File: config.mk
export PLATFORM = sky130hd
export DESIGN_NAME = alu_sequencer_flat
export DESIGN_NICKNAME = d
export VERILOG_FILES = /design/src/rtl/cpu_ctrl_pkg.sv /design/src/rtl/alu_sequencer_if.sv /design/src/rtl/ctrl_flags.sv /design/src/rtl/alu_sequencer.sv /design/src/flat_wrapper.sv
export SDC_FILE = /design/constraint.sdc
export NUM_CORES = 1
export LEC_CHECK = 0
export ABC_AREA = 1
export ABC_CLOCK_PERIOD_IN_PS = 1800
export CAP_MARGIN = 20
export CELL_PAD_IN_SITES_DETAIL_PLACEMENT = 0
export CELL_PAD_IN_SITES_GLOBAL_PLACEMENT = 2
export CORE_MARGIN = 8
export CORE_UTILIZATION = 26
export DETAILED_ROUTE_END_ITERATION = 8
export PLACE_DENSITY_LB_ADDON = 0.3
export SKIP_CTS_REPAIR_TIMING = 1
export SKIP_LAST_GASP = 1
export SYNTH_ARGS = -nofsm -noshare
export SYNTH_HDL_FRONTEND = slang
export SYNTH_SLANG_ARGS = --single-unit
File: constraint.sdc
create_clock -name clk -period 1.8 [get_ports clk]
set_clock_uncertainty 0.2 [all_clocks]
set_input_delay 0.27 -clock clk [delete_from_list [all_inputs] [get_ports clk]]
set_output_delay 0.27 -clock clk [all_outputs]
set_load 0.005 [all_outputs]
File: src/rtl/cpu_ctrl_pkg.sv
// Shared definitions for the CPU control path: word width, ALU opcode class
// and the instruction sequencer state encoding.
package cpu_ctrl_pkg;

    localparam int unsigned WORD_W = 16;

    // Instructions whose top two bits equal this code run on the ALU
    localparam logic [1:0] CODE_ALU = 2'b11;

    typedef enum logic [2:0] {
        ST_IDLE   = 3'd0,
        ST_FETCH  = 3'd1,
        ST_DECODE = 3'd2,
        ST_EXEC   = 3'd3,
        ST_EXT    = 3'd4
    } seq_state_t;

endpackage

File: src/rtl/alu_sequencer_if.sv
// Bundle of every sequencer-facing signal: instruction memory, ALU flag
// interface, external-unit handshake and run/status.
//   master : the sequencer (drives imem_*, instr, exec1, flags, ext_start, status)
//   slave  : the environment (memory, ALU, external unit, run control)
interface alu_sequencer_if;
    import cpu_ctrl_pkg::*;

    logic              run;
    logic [WORD_W-1:0] imem_addr;
    logic              imem_req;
    logic              imem_ack;
    logic [WORD_W-1:0] imem_rdata;
    logic [WORD_W-1:0] instr;
    logic              exec1;
    logic              carry_q;
    logic              skip_q;
    logic              carry_d;
    logic              carry_en;
    logic              skip_d;
    logic              skip_en;
    logic              ext_start;
    logic              ext_done;
    logic              pc_load;
    logic [WORD_W-1:0] pc_load_val;
    logic              busy;
    logic [WORD_W-1:0] retired;

    modport master (
        input  run, imem_ack, imem_rdata, carry_d, carry_en, skip_d, skip_en,
               ext_done, pc_load, pc_load_val,
        output imem_addr, imem_req, instr, exec1, carry_q, skip_q, ext_start,
               busy, retired
    );

    modport slave (
        output run, imem_ack, imem_rdata, carry_d, carry_en, skip_d, skip_en,
               ext_done, pc_load, pc_load_val,
        input  imem_addr, imem_req, instr, exec1, carry_q, skip_q, ext_start,
               busy, retired
    );

endinterface

File: src/rtl/ctrl_flags.sv
// CARRY and SKIP flip-flops read and updated by the ALU.
//   clk, rst_n   : clock, async active-low reset (both flags reset to 0)
//   i_exec       : high during the EXEC cycle; only then do ALU enables apply
//   i_skip_clr   : consume a pending skip (DECODE of a skipped instruction)
//   i_carry_d/en : ALU carry next value / enable
//   i_skip_d/en  : ALU skip next value / enable
//   o_carry_q    : CARRY flag
//   o_skip_q     : SKIP flag
module ctrl_flags (
    input  logic clk,
    input  logic rst_n,
    input  logic i_exec,
    input  logic i_skip_clr,
    input  logic i_carry_d,
    input  logic i_carry_en,
    input  logic i_skip_d,
    input  logic i_skip_en,
    output logic o_carry_q,
    output logic o_skip_q
);

    logic r_carry;
    logic r_skip;

    // CARRY: ALU update during EXEC only
    always_ff @(posedge clk or negedge rst_n) begin
        if (!rst_n) begin
            r_carry <= 1'b0;
        end else if (i_exec && i_carry_en) begin
            r_carry <= i_carry_d;
        end
    end

    // SKIP: ALU update during EXEC, cleared when a skip is consumed
    always_ff @(posedge clk or negedge rst_n) begin
        if (!rst_n) begin
            r_skip <= 1'b0;
        end else if (i_exec && i_skip_en) begin
            r_skip <= i_skip_d;
        end else if (i_skip_clr) begin
            r_skip <= 1'b0;
        end
    end

    assign o_carry_q = r_carry;
    assign o_skip_q  = r_skip;

endmodule

File: src/rtl/alu_sequencer.sv
// Instruction sequencer: fetches into IR', strobes the ALU (exec1) for
// class-11 instructions, hands other instructions to an external unit via
// ext_start/ext_done, and counts retired instructions.
//   PC_RESET : PC value after reset
//   clk      : system clock
//   rst_n    : async active-low reset
//   bus      : alu_sequencer_if.master (memory, ALU, external unit, status)
module alu_sequencer
    import cpu_ctrl_pkg::*;
#(
    parameter logic [WORD_W-1:0] PC_RESET = 16'h0000
) (
    input  logic              clk,
    input  logic              rst_n,
    alu_sequencer_if.master   bus
);

    seq_state_t        r_state;
    seq_state_t        w_state_nx;
    logic [WORD_W-1:0] r_pc;
    logic [WORD_W-1:0] w_pc_nx;
    logic [WORD_W-1:0] r_ir;
    logic [WORD_W-1:0] w_ir_nx;
    logic [WORD_W-1:0] r_retired;
    logic [WORD_W-1:0] w_retired_nx;
    logic              w_ext_start_nx;
    logic              w_skip_clr;
    logic              w_exec;
    logic              w_carry_q;
    logic              w_skip_q;

    logic              r_imem_req;
    logic              r_exec1;
    logic              r_ext_start;
    logic              r_busy;

    assign w_exec = (r_state == ST_EXEC);

    ctrl_flags u_flags (
        .clk        (clk),
        .rst_n      (rst_n),
        .i_exec     (w_exec),
        .i_skip_clr (w_skip_clr),
        .i_carry_d  (bus.carry_d),
        .i_carry_en (bus.carry_en),
        .i_skip_d   (bus.skip_d),
        .i_skip_en  (bus.skip_en),
        .o_carry_q  (w_carry_q),
        .o_skip_q   (w_skip_q)
    );

    // State register
    always_ff @(posedge clk or negedge rst_n) begin
        if (!rst_n) begin
            r_state <= ST_IDLE;
        end else begin
            r_state <= w_state_nx;
        end
    end

    // Next-state, datapath next values and output decode
    always_comb begin
        w_state_nx     = r_state;
        w_pc_nx        = r_pc;
        w_ir_nx        = r_ir;
        w_retired_nx   = r_retired;
        w_ext_start_nx = 1'b0;
        w_skip_clr     = 1'b0;

        case (r_state)
            ST_IDLE: begin
                if (bus.run) begin
                    w_state_nx = ST_FETCH;
                end
            end
            ST_FETCH: begin
                if (bus.imem_ack) begin
                    w_ir_nx    = bus.imem_rdata;
                    w_pc_nx    = r_pc + WORD_W'(1);
                    w_state_nx = ST_DECODE;
                    // SKIP cannot change during FETCH, so the DECODE outcome
                    // is known here and ext_start can be registered for it.
                    w_ext_start_nx = !w_skip_q &&
                                     (bus.imem_rdata[15:14] != CODE_ALU);
                end
            end
            ST_DECODE: begin
                if (w_skip_q) begin
                    w_skip_clr = 1'b1;
                    w_state_nx = bus.run ? ST_FETCH : ST_IDLE;
                end else if (r_ir[15:14] == CODE_ALU) begin
                    w_state_nx = ST_EXEC;
                end else begin
                    w_state_nx = ST_EXT;
                end
            end
            ST_EXEC: begin
                w_retired_nx = r_retired + WORD_W'(1);
                w_state_nx   = bus.run ? ST_FETCH : ST_IDLE;
            end
            ST_EXT: begin
                if (bus.ext_done) begin
                    if (bus.pc_load) begin
                        w_pc_nx = bus.pc_load_val;
                    end
                    w_retired_nx = r_retired + WORD_W'(1);
                    w_state_nx   = bus.run ? ST_FETCH : ST_IDLE;
                end
            end
            default: begin
                w_state_nx = ST_IDLE;
            end
        endcase
    end

    // PC, IR' and retired counter
    always_ff @(posedge clk or negedge rst_n) begin
        if (!rst_n) begin
            r_pc      <= PC_RESET;
            r_ir      <= '0;
            r_retired <= '0;
        end else begin
            r_pc      <= w_pc_nx;
            r_ir      <= w_ir_nx;
            r_retired <= w_retired_nx;
        end
    end

    // Strobes are registered decodes of the next state, so each is high for
    // exactly the cycles spent in the corresponding state.
    always_ff @(posedge clk or negedge rst_n) begin
        if (!rst_n) begin
            r_imem_req  <= 1'b0;
            r_exec1     <= 1'b0;
            r_ext_start <= 1'b0;
            r_busy      <= 1'b0;
        end else begin
            r_imem_req  <= (w_state_nx == ST_FETCH);
            r_exec1     <= (w_state_nx == ST_EXEC);
            r_ext_start <= w_ext_start_nx;
            r_busy      <= (w_state_nx != ST_IDLE);
        end
    end

    assign bus.imem_addr = r_pc;
    assign bus.imem_req  = r_imem_req;
    assign bus.instr     = r_ir;
    assign bus.exec1     = r_exec1;
    assign bus.carry_q   = w_carry_q;
    assign bus.skip_q    = w_skip_q;
    assign bus.ext_start = r_ext_start;
    assign bus.busy      = r_busy;
    assign bus.retired   = r_retired;

endmodule

File: src/flat_wrapper.sv
// flat-port wrapper written by rule: the top's interface ports become plain ports
module alu_sequencer_flat import cpu_ctrl_pkg::*;
#(
    parameter logic [WORD_W-1:0] PC_RESET = 16'h0000
)
  (clk, rst_n, bus_run, bus_imem_ack, bus_imem_rdata, bus_carry_d, bus_carry_en, bus_skip_d, bus_skip_en, bus_ext_done, bus_pc_load, bus_pc_load_val, bus_imem_addr, bus_imem_req, bus_instr, bus_exec1, bus_carry_q, bus_skip_q, bus_ext_start, bus_busy, bus_retired);
  alu_sequencer_if bus_i ();
  input  logic clk;
  input  logic rst_n;
  input wire logic [$bits(bus_i.run)-1:0] bus_run;
  input wire logic [$bits(bus_i.imem_ack)-1:0] bus_imem_ack;
  input wire logic [$bits(bus_i.imem_rdata)-1:0] bus_imem_rdata;
  input wire logic [$bits(bus_i.carry_d)-1:0] bus_carry_d;
  input wire logic [$bits(bus_i.carry_en)-1:0] bus_carry_en;
  input wire logic [$bits(bus_i.skip_d)-1:0] bus_skip_d;
  input wire logic [$bits(bus_i.skip_en)-1:0] bus_skip_en;
  input wire logic [$bits(bus_i.ext_done)-1:0] bus_ext_done;
  input wire logic [$bits(bus_i.pc_load)-1:0] bus_pc_load;
  input wire logic [$bits(bus_i.pc_load_val)-1:0] bus_pc_load_val;
  output wire logic [$bits(bus_i.imem_addr)-1:0] bus_imem_addr;
  output wire logic [$bits(bus_i.imem_req)-1:0] bus_imem_req;
  output wire logic [$bits(bus_i.instr)-1:0] bus_instr;
  output wire logic [$bits(bus_i.exec1)-1:0] bus_exec1;
  output wire logic [$bits(bus_i.carry_q)-1:0] bus_carry_q;
  output wire logic [$bits(bus_i.skip_q)-1:0] bus_skip_q;
  output wire logic [$bits(bus_i.ext_start)-1:0] bus_ext_start;
  output wire logic [$bits(bus_i.busy)-1:0] bus_busy;
  output wire logic [$bits(bus_i.retired)-1:0] bus_retired;
  assign bus_i.run = bus_run;
  assign bus_i.imem_ack = bus_imem_ack;
  assign bus_i.imem_rdata = bus_imem_rdata;
  assign bus_i.carry_d = bus_carry_d;
  assign bus_i.carry_en = bus_carry_en;
  assign bus_i.skip_d = bus_skip_d;
  assign bus_i.skip_en = bus_skip_en;
  assign bus_i.ext_done = bus_ext_done;
  assign bus_i.pc_load = bus_pc_load;
  assign bus_i.pc_load_val = bus_pc_load_val;
  assign bus_imem_addr = bus_i.imem_addr;
  assign bus_imem_req = bus_i.imem_req;
  assign bus_instr = bus_i.instr;
  assign bus_exec1 = bus_i.exec1;
  assign bus_carry_q = bus_i.carry_q;
  assign bus_skip_q = bus_i.skip_q;
  assign bus_ext_start = bus_i.ext_start;
  assign bus_busy = bus_i.busy;
  assign bus_retired = bus_i.retired;
  alu_sequencer #(.PC_RESET(PC_RESET)) u_core (.clk(clk), .rst_n(rst_n), .bus(bus_i));
endmodule
---- Yosys cells after proc, flatten, opt, wreduce, memory -nomap -nowiden ----
Index checks and enable logic that the tools add are counted.
W data, S select, Z words.
storage, ports and cells
  bits in registers ....................... 57
  logic and storage cells ................. 54
  input bits .............................. 42
  output and inout bits ................... 54
cells by class
  multiplexer cells ....................... 19
  reductions and logical operators ........ 12
  equality and inequality tests ........... 11
  $add $sub $neg .......................... 2
operators with widths
  operator                 number
  $mux W16                 4
  $pmux W16 S2             2
  $add A16 B1 Y16 const B  2
  $mux W3                  5
  $pmux W3 S5              1
  $eq A3 B2 Y1 const B     3
  $ne A2 B2 Y1 const B     4
  $mux W1                  7
  $eq A3 B1 Y1 const B     2
  $reduce_bool A2 Y1       3
  $reduce_and A2 Y1        2
  $reduce_and A4 Y1        1
  $eq A3 B3 Y1 const B     1
  $logic_and A1 B1 Y1      3
  $logic_not A3 Y1         1
  $reduce_bool A3 Y1       1
  $eq A2 B2 Y1 const B     1
  $logic_not A1 Y1         1

---- Logic depth before layout (Yosys ltp) ----
Gate-level depths: netlist (run 1).
  depth after elaboration ................. 5
  mapped depth ............................ 10
  depth with buffers taken out ............ 9

---- Modules after synthesis ----
Synthesis (run 1) repeated with hierarchy kept, for this count alone.
unflattened totals
  cells, all modules ...................... 433
  area total of the unflattened synthesis .. 3111.7 µm²
modules (own cells, without submodules)
  module         sequential area each (µm²)  instances  area an instance (µm²)  cells each
  alu_sequencer  1376.3                      1          3024.2                  422
  ctrl_flags     50.0                        1          87.6                    11

---- Worst setup path before layout (run 1) ----
OpenSTA, ideal clock, no wires.
  kind .................................... reg2reg
  start point ............................. register u_core.r_pc[1], in the netlist u_core.bus.imem_addr[1]
  end point ............................... register u_core.r_pc[10], in the netlist u_core.bus.imem_addr[10]
  slack ................................... 222 ps
  clock period less this slack ............ 1578 ps
  path buffers ............................ 0
  required time ........................... 1484 ps
  cell stages (with the launch flop) ...... 9
  arrival time ............................ 1262 ps
  library setup time ...................... 116 ps
  cells stage by stage .................... dfrtp_1 -> ha_1 -> nand3_1 -> nor2_2 -> nand3_1 -> nand2_1 -> nand3_1 -> nand2_1 -> nand2_1
between the ends
  longest elaborated chain between the ends .. 3
RTL lines
  item                    line                  RTL
  from (decl)             alu_sequencer.sv:20   logic [WORD_W-1:0] r_pc;
  from (signal assigned)  alu_sequencer.sv:123  r_pc <= w_pc_nx;
  $add A16 B1 Y16         alu_sequencer.sv:79   w_pc_nx = r_pc + WORD_W'(1);
  $mux W16                alu_sequencer.sv:77   if (bus.imem_ack) begin
  $pmux W16 S2            alu_sequencer.sv:70   case (r_state)
Every way passes these cells. The select of a mux whose other input is x is not followed.
A chain may end at the register's enable or synchronous reset.

---- Worst setup path in the final report (run 1) ----
  start point ............................. register u_core.r_pc[3], in the netlist u_core.bus.imem_addr[3]
  end point ............................... output port bus_imem_addr[3]
RTL lines
  item       line                RTL
  to (decl)  flat_wrapper.sv:20  output wire logic [$bits(bus_i.imem_addr)-1:0] bus_imem_addr;
No word-level cell between the ends.

==> results of run 1 <==
==> sequential cells by signal, summed over array words and instances, names as in the netlist <==
signal	cells
u_core.bus.busy	1
u_core.bus.exec1	1
u_core.bus.ext_start	1
u_core.bus.imem_addr	16
u_core.bus.imem_req	1
u_core.bus.instr	16
u_core.bus.retired	16
u_core.r_state	3
u_core.u_flags.o_carry_q	1
u_core.u_flags.o_skip_q	1
==> power breakdown <==
part	total, mW	internal (mW)	switching [mW]
clock	1.64	1.01	0.632
combinational	2.81	1.59	1.22
sequential	2.17	1.76	0.408
==> cells in the mapped netlist (all sizes together) <==
cell / instances
a21oi: 3
o211ai: 2
nor2: 59
ha: 2
nand4: 10
nor3: 4
xnor2: 6
dfrtp: 57
nand3b: 2
or2: 2
inv: 39
xor2: 9
mux2: 15
nand2: 138
buf: 8
o21a: 2
o21ai: 9
nand3: 34
==> cell type report <==
class | instances | area [um2]
Clock buffer | 11 | 253
Clock inverter | 5 | 38.8
Fill cell | 1259 | 7170
Inverter | 39 | 151
Multi-Input combinational cell | 297 | 1530
Sequential cell | 57 | 1450
Tap cell | 147 | 184
Timing Repair Buffer | 114 | 1140
==> how the worst min path moves through the flow <==
stage	to	cells past startpoint
2_1_floorplan	u_core.bus.busy	0
3_3_place_gp	u_core.bus.imem_addr[2]	2
3_5_place_dp	u_core.bus.imem_addr[2]	2
4_1_cts	u_core.bus.instr[3]	2
5_1_grt	u_core.bus.instr[11]	1
6_report	u_core.bus.imem_addr[4]	3
==> routing by layer <==
layer,up-vias,wire [um]
li1,1497,-
met1,1365,4000
met2,70,4360
met3,11,640
met4,0,113
met5,-,0
==> cells in the final DEF, fill, tap and decap left out, types with 4 or more instances in the layout <==
cell             instances
nor2_2                   9
dlymetal6s2s_1           4
buf_4                   15
inv_1                   34
clkdlybuf4s50_1         90
nand4_1                 10
xnor2_1                  6
clkbuf_16                9
dfrtp_1                 39
mux2_2                   8
nand3_1                 32
xor2_1                   9
nand2_1                134
nor3_1                   4
dfrtp_2                 18
nor2_1                  49
mux2_4                   7
o21ai_0                  9
==> tightest hold or removal path, cell delays in order <==
cell	delay, ns
dlygate4sd3_1	0.52
buf_2	0.12
buf_12	0.29
==> stage by stage <==
| stage | hold slack, ns | TNS (ns) | worst slack [ns] | util (%) |
|---|---|---|---|---|
| after floorplan | -0.226 | 0 | 0.222 | - |
| after global placement | 0.106 | 0 | 0.0787 | 36.7 |
| after detailed placement | 0.110 | 0 | 0.0690 | 36.7 |
| after CTS | -0.240 | -0.212 | -0.0604 | 39.1 |
| after global routing | 0.322 | -0.00355 | -0.00207 | 39.8 |
| final | 0.287 | 0 | 0.0454 | 39.8 |
==> kinds of logic after synthesis <==
group                      count (synthesis)  synth area share [%]
buffers and inverters                     47                  6.62
muxes                                     15                  6.19
adders and majority gates                  2                 0.793
xor gates and xnor gates                  15                  4.17
and+or+nand+nor                          249                  34.2
AOI/OAI and AO/OA                         16                  2.86
DFF                                       57                  45.2
==> flow_summary.yaml, run 1 <==
run_status:
  outcome: "finished clean"
setup_path:
  r2r_start: "u_core.r_state[1]"
  start_kind: "flop"
  crit_type: "reg2out"
  cpPeakStageDelay_ns: 0.54
  path_delay_family: "buffers and inverters"
  cp-endpoint: "bus_imem_addr[3]"
  crit_chain: "clkdlybuf4s50_1"
  crit_required_ns: 1.33
  cp-startpoint: "u_core.bus.imem_addr[3]"
  worst-r2r-cell-count: 9
  worstPathMaxFanout: 5
  crit_path_top_delay_cell: "clkdlybuf4s50_1"
  reg2reg_to: "u_core.bus.retired[1]"
  path_buf_inv: 1
  worstPathArrival_ns: 1.28
  setup.worst_path.end_class: "output port"
  rrSetupSlack_ns: 0.18
  cp_num_cells: 1
power:
  finalPower_mw: 6.62
  ir_drop_mv: 0.655
  p_per_area_nw_per_um2: 1400
  leakage_nw: 2.23
synth:
  avgSynthCellArea_um2: 7.87
  ys_warn_count: 0
  synth_seq_area_share_pct: 45.2
  synth_top_area_cell: "dfrtp_1"
  syn_nets: 445
  ys_types: 28
  synth_cells: 401
  post-synth-top-area-fraction_pct: 45.2
  synth_area_leaders: "dfrtp_1, nand2_1, nor2_1, nand3_1, inv_1"
  synth-seq-cells: 57
  syn_area_um2: 3150
floorplanning:
  start_util_pct: 26.5
  dieWidth_um: 126
  num_rows: 40
  io_pins: 96
  coreArea_um2: 11900
  die_h_um: 126
  fp.dieArea_um2: 15900
placed_design:
  port_buffers: 95
  placed_area_um2: 4370
  placed_cells: 649
  hpwl_um: 6670
  gp_congestion: 0.745
global_route:
  grtUsageMet2_pct: 19.6
  grt_max_degree: 58
  use_met1_pct: 13.7
  busiest_layer: "met2"
  gr-total-overflow: 0
  antenna_found_initial: 0
  grt_pass1_vias: 3179
  grt_pass1_wl_um: 15200
  gr-usage-met3_pct: 4.89
  grtUsageTotal_pct: 11.9
flow_run:
  drv_cap: 0
sta:
  fmax_mhz: 570
  max_slew_margin_pct: 75.8
  rsz0062_at_grt: "true"
  setup_viol: 0
  fin_crit_sh_pct: 97.5
  hold_viol_final: 0
  layout_min_cycle_time_ns: 1.75
  drv_slew: 0
  worst_pin_slew_ns: 0.361
route:
  drt_iter0_markers: 133
  vias_per_cell: 4.39
  drt-wirelength-per-cell_um: 13.6
  drtAntennaViolNets: 0
  dr_total_vias: 2943
  dr.pass1.iters: 4
  drc: 0
  drt-total-wl_um: 9120
worst_hold_path:
  hp-class: "in2async"
cts:
  htree_levels: 3
  cts_root_buf: "clkbuf_16"
  clk_latency_ns: 0.33
  cts_buffers: 9
  cts_tree: "done"
  clock-sinks: 57
  cts_buffer_depth: 2
  clk_pin_slew_worst_paths_ns: 0.05
layout:
  area_growth_pct: 50.3
  final_area_um2: 4740
  layout.cells.non_filler: 670
  drive_above_1_share_pct: 17.4
  layout.nets: 562
  diodes: 0
Power figures use the tool's default switching activity.
==> run 2, diff against run 1 <==
Settings changed: ABC_CLOCK_PERIOD_IN_PS 1800 to 2000.
Clock period 1.8 ns to 2 ns, I/O delays scaled along.
==> flow_summary.yaml, run 2 (synthesis gave the netlist of run 1 again) <==
cts:
  cts_buffer_depth: 2
  clk_latency_ns: 0.33
  cts_root_buf: "clkbuf_16"
  clk_pin_slew_worst_paths_ns: 0.06
  clock-sinks: 57
  htree_levels: 3
  cts_tree: "done"
  cts_buffers: 9
floorplanning:
  dieWidth_um: 126
  start_util_pct: 26.5
  num_rows: 40
  fp.dieArea_um2: 15900
  coreArea_um2: 11900
  io_pins: 96
  die_h_um: 126
layout:
  final_util_pct: 38.8
  diodes: 0
  layout.nets: 550
  final_common_cell: "nand2_1"
  final_cell_mix: "nand2_1, clkdlybuf4s50_1, dfrtp_1"
  area_growth_pct: 46.4
  drive_above_1_share_pct: 11.7
placed_design:
  hpwl_um: 6790
  gp_congestion: 0.753
  port_buffers: 95
sta:
  drv_slew: 0
  rsz0062_at_grt: "false"
  fin_crit_sh_pct: 93.3
  fmax_mhz: 536
  worst_pin_slew_ns: 0.449
  max_slew_margin_pct: 70.1
  layout_min_cycle_time_ns: 1.87
  fin_setup_tns_ns: 0
  setup_viol: 0
  hold_viol_final: 0
route:
  drt-wirelength-per-cell_um: 13.9
  dr_total_vias: 2900
  vias_per_cell: 4.41
  drtAntennaViolNets: 0
  drt_iter0_markers: 125
  drt-total-wl_um: 9130
  dr.pass1.iters: 5
  drc: 0
setup_path:
  crit_type: "reg2out"
  crit_chain: "clkdlybuf4s50_1"
  setup.worst_path.end_class: "output port"
  worstPathArrival_ns: 1.37
  crit_required_ns: 1.50
  r2r_start: "u_core.bus.retired[1]"
  path_delay_family: "buffers and inverters"
  crit_path_top_delay_cell: "clkdlybuf4s50_1"
  start_kind: "flop"
  worstPathMaxFanout: 6
  path_buf_inv: 1
  cp-startpoint: "u_core.bus.retired[10]"
  reg2reg_to: "u_core.bus.retired[8]"
  rrSetupSlack_ns: 0.22
  worst-r2r-cell-count: 7
  cpPeakStageDelay_ns: 0.56
global_route:
  antenna_found_initial: 0
  grt_max_degree: 42
  gr-total-overflow: 0
  grt_pass1_wl_um: 15300
  grtUsageTotal_pct: 12.0
  grt_pass1_vias: 3011
worst_hold_path:
  hp-class: "in2async"
power:
  leakage_nw: 2.16
  ir_drop_mv: 0.685
  p_per_area_nw_per_um2: 1290
flow_run:
  drv_cap: 0
run_status:
  outcome: "finished clean"
run 2: cell types whose count changed in the layout (fill, tap and decap cells not counted), moves of 4 or more:
cell,delta
buf_4,-11
clkdlybuf4s50_1,+4
dfrtp_1,+18
dfrtp_2,-18
dlymetal6s2s_1,-4
run 2: worst max path at each step:
stage / slack (ns) / endpoint / cells past startpoint
final: 0.13 / bus_retired[10] / 1
after global routing: 0.02 / u_core.bus.imem_addr[10] / 8
after CTS: 0.11 / bus_retired[2] / 1
after detailed placement: 0.18 / u_core.bus.imem_addr[13] / 7
after global placement: 0.20 / u_core.bus.retired[13] / 8
after floorplan: 0.42 / u_core.bus.imem_addr[10] / 8
run 2: power breakdown:
group          leakage [nW]  switching (mW)  internal (mW)
Sequential            0.722           0.393           1.57
Combinational          1.29            1.05           1.35
Clock                 0.148           0.573           1.04
run 2: cell type report:
cell class	count	area, um2
clock buffer	11	253
clock inverter	5	62.6
inverter	39	149
tap	147	184
sequential	57	1430
timing repair buffer	102	1030
multi-input combinational	297	1520
fill	1248	7290
run 2: metrics by stage:
| stage | hold WS, ns | worst slack [ns] | area (um2) | power, mW | instances |
|---|---|---|---|---|---|
| 2_1_floorplan | -0.196 | 0.422 | 3150 | 3.18 | 401 |
| 3_3_place_gp | 0.0835 | 0.202 | 4290 | 4.42 | 641 |
| 3_5_place_dp | 0.0855 | 0.182 | 4290 | 4.44 | 641 |
| 4_1_cts | -0.271 | 0.115 | 4610 | 6.11 | 657 |
| 5_1_grt | 0.310 | 0.0217 | 4620 | 6.45 | 658 |
| 6_report | 0.250 | 0.134 | 4620 | 5.97 | 658 |
run 2: per-layer routing:
metal	share of wire, %	vias to the layer above	GRT usage [%]	routed length, um
li1	-	1481	-	-
met1	43	1333	13.6	3960
met2	49	75	20.2	4460
met3	6.7	11	4.56	614
met4	1.1	0	4.18	96
met5	0	-	0	0
